==> config.mk <==
export PLATFORM = sky130hd
export DESIGN_NAME = regfile_writeback_queue
export DESIGN_NICKNAME = d
export VERILOG_FILES = /design/src/rtl/regfile_writeback_queue.sv
export SDC_FILE = /design/constraint.sdc
export NUM_CORES = 1
export LEC_CHECK = 0
export CORE_ASPECT_RATIO = 1.5
export CORE_MARGIN = 2
export CORE_UTILIZATION = 25
export DETAILED_ROUTE_END_ITERATION = 10
export GPL_TIMING_DRIVEN = 0
export PLACE_DENSITY_LB_ADDON = 0.12
export SLEW_MARGIN = 40
export SYNTH_ARGS = -nofsm -noshare
export SYNTH_HDL_FRONTEND = slang
export SYNTH_SLANG_ARGS = --single-unit
==> constraint.sdc <==
create_clock -name clk -period 4.5 [get_ports clk]
set_clock_uncertainty 0.1 [all_clocks]
set_input_delay 1.35 -clock clk [delete_from_list [all_inputs] [get_ports clk]]
set_output_delay 1.35 -clock clk [all_outputs]
set_load 0.05 [all_outputs]
==> src/rtl/regfile_writeback_queue.sv <==
// Write-back queue for the 8x8 register file: merges MEM and ALU results and retires one per cycle.
// Optional forwarding lookup port is built when WBQ_FORWARD_EN is defined.
module regfile_writeback_queue #(
   parameter int DATA_W = 8,
   parameter int ADDR_W = 3,
   parameter int DEPTH  = 4
) (
   input  logic                     clk,
   input  logic                     rst,
   input  logic                     mem_valid,
   input  logic [ADDR_W-1:0]        mem_addr,
   input  logic [DATA_W-1:0]        mem_data,
   output logic                     mem_ready,
   input  logic                     alu_valid,
   input  logic [ADDR_W-1:0]        alu_addr,
   input  logic [DATA_W-1:0]        alu_data,
   output logic                     alu_ready,
   output logic                     reg_write,
   output logic [ADDR_W-1:0]        addr_write,
   output logic [DATA_W-1:0]        write_data,
   output logic [$clog2(DEPTH):0]   count,
   output logic                     full
`ifdef WBQ_FORWARD_EN
   ,
   input  logic [ADDR_W-1:0]        lookup_addr,
   output logic                     fwd_hit,
   output logic [DATA_W-1:0]        fwd_data
`endif
);

   localparam int PTR_W = $clog2(DEPTH);
   localparam int CNT_W = PTR_W + 1;

   // Handshake: a producer's result is taken at the rising edge when its valid
   // and ready are both high; MEM wins when both present, ALU must hold.
   logic [ADDR_W-1:0] addr_q [DEPTH];
   logic [DATA_W-1:0] data_q [DEPTH];
   logic [PTR_W-1:0]  rd_ptr;
   logic [PTR_W-1:0]  wr_ptr;
   logic [CNT_W-1:0]  count_q;

   logic              mem_hs;
   logic              alu_hs;
   logic              push_acc;
   logic              push_en;
   logic              pop_en;
   logic [ADDR_W-1:0] push_addr;
   logic [DATA_W-1:0] push_data;

   assign full      = (count_q == CNT_W'(DEPTH));
   assign mem_ready = !rst && !full;
   assign alu_ready = !rst && !full && !mem_valid;

   assign mem_hs    = mem_valid && mem_ready;
   assign alu_hs    = alu_valid && alu_ready;
   assign push_acc  = mem_hs || alu_hs;

   always_comb begin
      push_addr = alu_addr;
      push_data = alu_data;
      if (mem_hs) begin
         push_addr = mem_addr;
         push_data = mem_data;
      end
   end

   // Writes to register 0 complete the handshake but are dropped here.
   assign push_en = push_acc && (push_addr != '0);
   assign pop_en  = (count_q != '0);

   always_ff @(posedge clk) begin
      if (rst) begin
         rd_ptr  <= '0;
         wr_ptr  <= '0;
         count_q <= '0;
      end else begin
         if (push_en) wr_ptr <= wr_ptr + 1'b1;
         if (pop_en)  rd_ptr <= rd_ptr + 1'b1;
         case ({push_en, pop_en})
            2'b10:   count_q <= count_q + 1'b1;
            2'b01:   count_q <= count_q - 1'b1;
            default: count_q <= count_q;
         endcase
      end
   end

   // Storage needs no reset: only slots inside the count window are ever read.
   always_ff @(posedge clk) begin
      if (!rst && push_en) begin
         addr_q[wr_ptr] <= push_addr;
         data_q[wr_ptr] <= push_data;
      end
   end

   assign count      = count_q;
   assign reg_write  = pop_en;
   assign addr_write = pop_en ? addr_q[rd_ptr] : '0;
   assign write_data = pop_en ? data_q[rd_ptr] : '0;

`ifdef WBQ_FORWARD_EN
   // Oldest-to-youngest scan so the last match left standing is the youngest.
   always_comb begin
      logic [PTR_W-1:0] idx;
      fwd_hit  = 1'b0;
      fwd_data = '0;
      idx      = '0;
      for (int i = 0; i < DEPTH; i++) begin
         idx = rd_ptr + PTR_W'(i);
         if ((CNT_W'(i) < count_q) && (lookup_addr != '0) &&
             (addr_q[idx] == lookup_addr)) begin
            fwd_hit  = 1'b1;
            fwd_data = data_q[idx];
         end
      end
   end
`endif

endmodule
Yosys cells after proc, flatten, opt, wreduce, memory -nomap -nowiden. Memory sizes are Yosys's and may differ from the RTL's. A register that Yosys moved wholly into a read port is not among the register bits. Cells that the tools add are included.

Add/sub/neg operators: 4. Equal/unequal tests: 3. Multiplexer cells: 11. Reduce and logical (&&, ||, !) cells: 13.

Operators with widths (number): 8-bit two-way mux (2); 2-bit two-way mux (4); 1-bit logical AND (6); 3-bit two-way mux (2); 3-bit case mux with 2 select lines (1); 3-bit nonzero test (2); 2-bit by 1-bit adder with 2-bit output (second input constant) (2); 3-bit by 1-bit adder with 3-bit output (second input constant) (1); 3-bit equality test (second input constant) (1); 1-bit zero test (3); 3-bit by 1-bit subtractor with 3-bit output (second input constant) (1); 2-bit by 1-bit equality test with 1-bit output (second input constant) (1); 2-bit equality test (second input constant) (1); 1-bit two-way mux (2); 2-bit nonzero test (1); 1-bit logical OR (1).

Register bits after elaboration: 7. Bits in writable memories: 44. Input port bits: 26. Output and inout bits: 18. Logic and storage cells: 36. Memories kept: 2.

Memory list: data_q (words 4, bits a word 8, rd ports 1, clocked after Yosys merged registers in 1, wr ports 1, line 37) `logic [DATA_W-1:0] data_q [DEPTH];`; addr_q (words 4, bits a word 3, rd ports 1, clocked after Yosys merged registers in 1, wr ports 1, line 36) `logic [ADDR_W-1:0] addr_q [DEPTH];`.

Longest topological paths before layout. Gate-level depths: netlist of the first run.

Depth after elaboration: 10. Gate-level depth with buffers: 10. Gate-level depth less buffers: 10.

Least setup slack after synthesis of the first run. Ideal clock, no wire load.

Path kind: input to output. Start point: in rst. End point: out alu_ready. Arrival: 2.423 ns. Required time: 3.050 ns. Setup slack: 0.627 ns. Stages: 3. Path buffers: 1. Cells stage by stage: buf_2 > or2_4 > nor2_1.

Longest elaborated chain between the ends: 3.

Ends and longest elaborated chain: from (decl) (line 9) `input logic rst,`; 1-bit zero test (line 52) `assign alu_ready = !rst && !full && !mem_valid;`; 1-bit logical AND (2 in series) (line 52); to (decl) (line 17) `output logic alu_ready,`.

No other way between the ends.

Worst setup path after layout of the first run.
Start point: in mem_valid. End point: out alu_ready.

Longest elaborated chain between the ends: 2.

Ends and longest elaborated chain: from (decl) (line 10) `input logic mem_valid,`; 1-bit zero test (line 52); 1-bit logical AND (line 52).

No other way between the ends.

==> results of run 1 <==
## area by class of cell
cell class                      count  share of cell area
Sequential cell                    53               0.492
Timing Repair Buffer               42               0.138
Tap cell                          112              0.0459
Multi-Input combinational cell     75               0.256
Inverter                            7             0.00943
Clock inverter                      1             0.00246
Clock buffer                        7              0.0435
Buffer                              5              0.0123
## cells by family (layout without fill, tap and decap cells)
kind of cell / Yosys count / in the layout
flip-flops: 53 / 53
XOR/XNOR: 3 / 3
multiplexers: 22 / 22
adder cells (fa/ha/maj): 6 / 6
buffers and inverters: 12 / 62
AO/OA/AOI/OAI: 10 / 10
AND/OR/NAND/NOR: 34 / 34
## through the flow
step	worst slack (ns)	area (sq um)
after floorplan	0.627	2350
after global placement	0.255	2910
after detailed placement	0.254	2910
after CTS	0.243	3050
after global routing	0.162	3050
final	0.246	3050
## worst max path at each step
stage                     slack [ns]  depth (start not counted)       from   endpoint
final                           0.25                          3  mem_valid  alu_ready
after floorplan                 0.63                          3        rst  alu_ready
after CTS                       0.24                          3  mem_valid  alu_ready
after global routing            0.16                          3  mem_valid  alu_ready
after detailed placement        0.25                          3  mem_valid  alu_ready
after global placement          0.26                          3  mem_valid  alu_ready
## registers in the layout, indices dropped and copies added (netlist names), named ones only
signal	count
data_q	32
addr_q	12
count	3
rd_ptr	2
wr_ptr	2
## metal layers
metal | vias to the layer above | global-route usage | share of wire
met1 | 675 | 0.115 | 0.42
li1 | 624 | - | -
met5 | - | 0 | 0
met4 | 0 | 0.0400 | 0.012
met2 | 29 | 0.179 | 0.54
met3 | 4 | 0.0208 | 0.027
## layout by cell type, fill, tap and decap left out
master            n
a21oi_1           4
buf_12            1
ha_1              5
or2_4             1
buf_2             2
and3_2            4
nor3_1            3
fa_1              1
dfxtp_1           9
o31ai_1           1
inv_4             1
clkinvlp_4        1
nand3_1           1
nand2b_1          1
o21a_1            1
or3_1             1
o21ai_0           4
mux2_4           10
clkbuf_16         5
mux2_2            1
and2_1           12
inv_1             6
xnor2_1           1
clkbuf_1          4
nor3b_2           1
xor2_1            2
edfxtp_1         44
clkdlybuf4s50_1  42
and2_4            1
or3_2             1
mux4_2           11
nor2_1            7
nand3b_1          1
## where the power goes
group | switching [mW] | internal (mW)
registers | 0.0241 | 0.584
logic | 0.434 | 0.288
clock network | 0.157 | 0.207
total | 0.615 | 1.08
## worst reg2reg max path, stage by stage (launching register included)
cell      delay, ns
dfxtp_1        0.42
or3_2          0.22
clkbuf_1       0.51
ha_1           0.31
inv_1          0.06
fa_1           0.37
xor2_1         0.17
or3_1          0.33
a21oi_1        0.15
==> summary.txt, run 1 <==
Critical path
  • WP data required: 3.05 ns
  • R2r startpoint: count[1]$_SDFFE_PP0P_
  • Data arrival, critical path: roughly 2.8 ns
  • Worst reg-to-reg setup slack: roughly 1.8 ns
  • Reg2Reg Depth: 8
  • Crit path kind: in2out
  • Critical path buffers and inverters: 2
  • Slowest CP cell: clkdlybuf4s50_1
  • Crit path largest cell delay: roughly 0.81 ns
  • CP endpoint kind: output port
  • Worst r2r dst: count[2]$_SDFFE_PP0P_
  • Worst Path Max Fanout: 4
  • CP delay by family, top: buffers and inverters
  • Critical path launch point type: input port
  • Most used cell along the critical path: clkdlybuf4s50_1
  • CP cell instances: clkdlybuf4s50_1 -> nor2_1 -> clkdlybuf4s50_1

Finish
  • Fin util: 0.332
  • Area grow syn2layout: 29.8%
  • Nets: 221
  • Number of diodes: 0
  • Total area of multi-input combinational cells: 782 sq um
  • Share of cells above drive strength 1: 0.211
  • Filler cell count in the final layout: 903
  • Storage element area: 1500 sq um
  • Final Non-Filler Cells: 302

Logic synthesis
  • Synth Flop Type: edfxtp_1
  • Synthesis Warnings: 0
  • Synth top area cells: edfxtp_1 (56%), mux4_2 (11%), dfxtp_1 (7.7%)
  • Top cells by count, synth: edfxtp_1 (44), and2_1 (12), mux4_2 (11)
  • Yosys top cell area share: 0.562
  • Synth Area in XOR/XNOR: 0.0112
  • Async set-reset flop share out of synthesis: 0
  • Compound-Gate Fraction of Synth Area: 0.0234
  • Seq cells post-synth: 53
  • Syn nets: around 170
  • Post-synth top area cell: edfxtp_1
  • Most frequent cell after synthesis: edfxtp_1
  • Combinational family with the most area after synthesis: multiplexers
  • Post-synthesis mux area share: 0.174
  • Post-Synth Adder-Cell Area: 0.0351
  • Yosys cell types: 30
  • Simple-gate share of the synthesized area: 0.0889
  • Synthesized cell area: 2350 sq um
  • Sequential cell area fraction in the yosys report: 0.639
  • Synthesized area per cell: 16.8 sq um
  • Synth Instances: 140
  • EDFF count, synth: 44

Floorplan
  • Die W: 83.2 microns
  • Core Region: a little over 9000 sq um
  • DIE HEIGHT: 123 microns
  • Std cell rows: 43
  • Die Area: between 10000 and 15000 sq um
  • Initial Util: 0.255
  • I/O pins: 44

STA
  • Min Clock Period, post-route: 4.25 ns
  • Unrepaired setup endpoints after global routing: false
  • Sum Neg Setup Slack: 0 ns
  • Final Max Tran Viols: 0
  • Max Freq: 235 MHz
  • Hold slack: 0.421 ns
  • Tightest Pin Transition: about 0.70 ns
  • Hold Violations, Final: 0
  • Slew HR: 0.536
  • Setup violations, final: 0
  • Period utilisation layout: 0.945

Drt
  • Post-Route WL: 4.85 mm
  • WL per Instance: 16.1 microns
  • Antenna viol nets, final: 0
  • TritonRoute pass-1 iters: 2
  • Drt first-iter violations: 36
  • Via count: 1332
  • Vias per std cell: between 4 and 5
  • # DRC: 0

GRT
  • Initial antenna violation count: 0
  • Total gr overflow: 0
  • Vias in the first global route: 1447
  • Tot GR Track Use: 0.0994
  • Largest net degree at the start of global routing: 16
  • First-pass GRT wire length: 7.62 mm

Worst hold path
  • WHS Path Cells: 2
  • Hold path start: wr_ptr[1]$_SDFFE_PP0P_
  • Hold Path End: wr_ptr[1]$_SDFFE_PP0P_
  • Worst Hold Class: reg2reg

CTS
  • H-tree depth: 2
  • CTS Buf Count: 5
  • Post-CTS Resized: 0
  • CTS Sinks: 53
  • Root buffer cell: clkbuf_16
  • Clk_lat worst skew: 0.28 ns
  • Post-CTS Setup Bufs: 0
  • Hold-fix buffers, CTS: 0
  • CTS max path bufs: 2
  • CTS tree: built
  • Clock transition at path regs: 0.06 ns

Placed design
  • Placed Cells: ~290
  • GP Congestion: 0.684
  • Number of I/O port buffers: 42
  • Detail Placement HPWL: 3.31 mm

Power
  • PwrDens: 555 nW/um^2
  • P_leak: 1.03 nW
  • Peak supply drop: 0.298 mV
  • Total Power: 1.69 mW

Run
  • Max Cap Viol: 0

Status
  • Outcome: finished, final reports clean
Power figures use the tool's default switching activity.
==> run 2, diff against run 1 <==
--- a/config.mk
+++ b/config.mk
@@ -11,6 +11,7 @@
 export DETAILED_ROUTE_END_ITERATION = 10
 export GPL_TIMING_DRIVEN = 0
 export PLACE_DENSITY_LB_ADDON = 0.12
+export SKIP_CTS_REPAIR_TIMING = 1
 export SLEW_MARGIN = 40
 export SYNTH_ARGS = -nofsm -noshare
 export SYNTH_HDL_FRONTEND = slang
==> results of run 2 <==
Same layout as run 1: the final DEF is identical, and so are final timing and power.
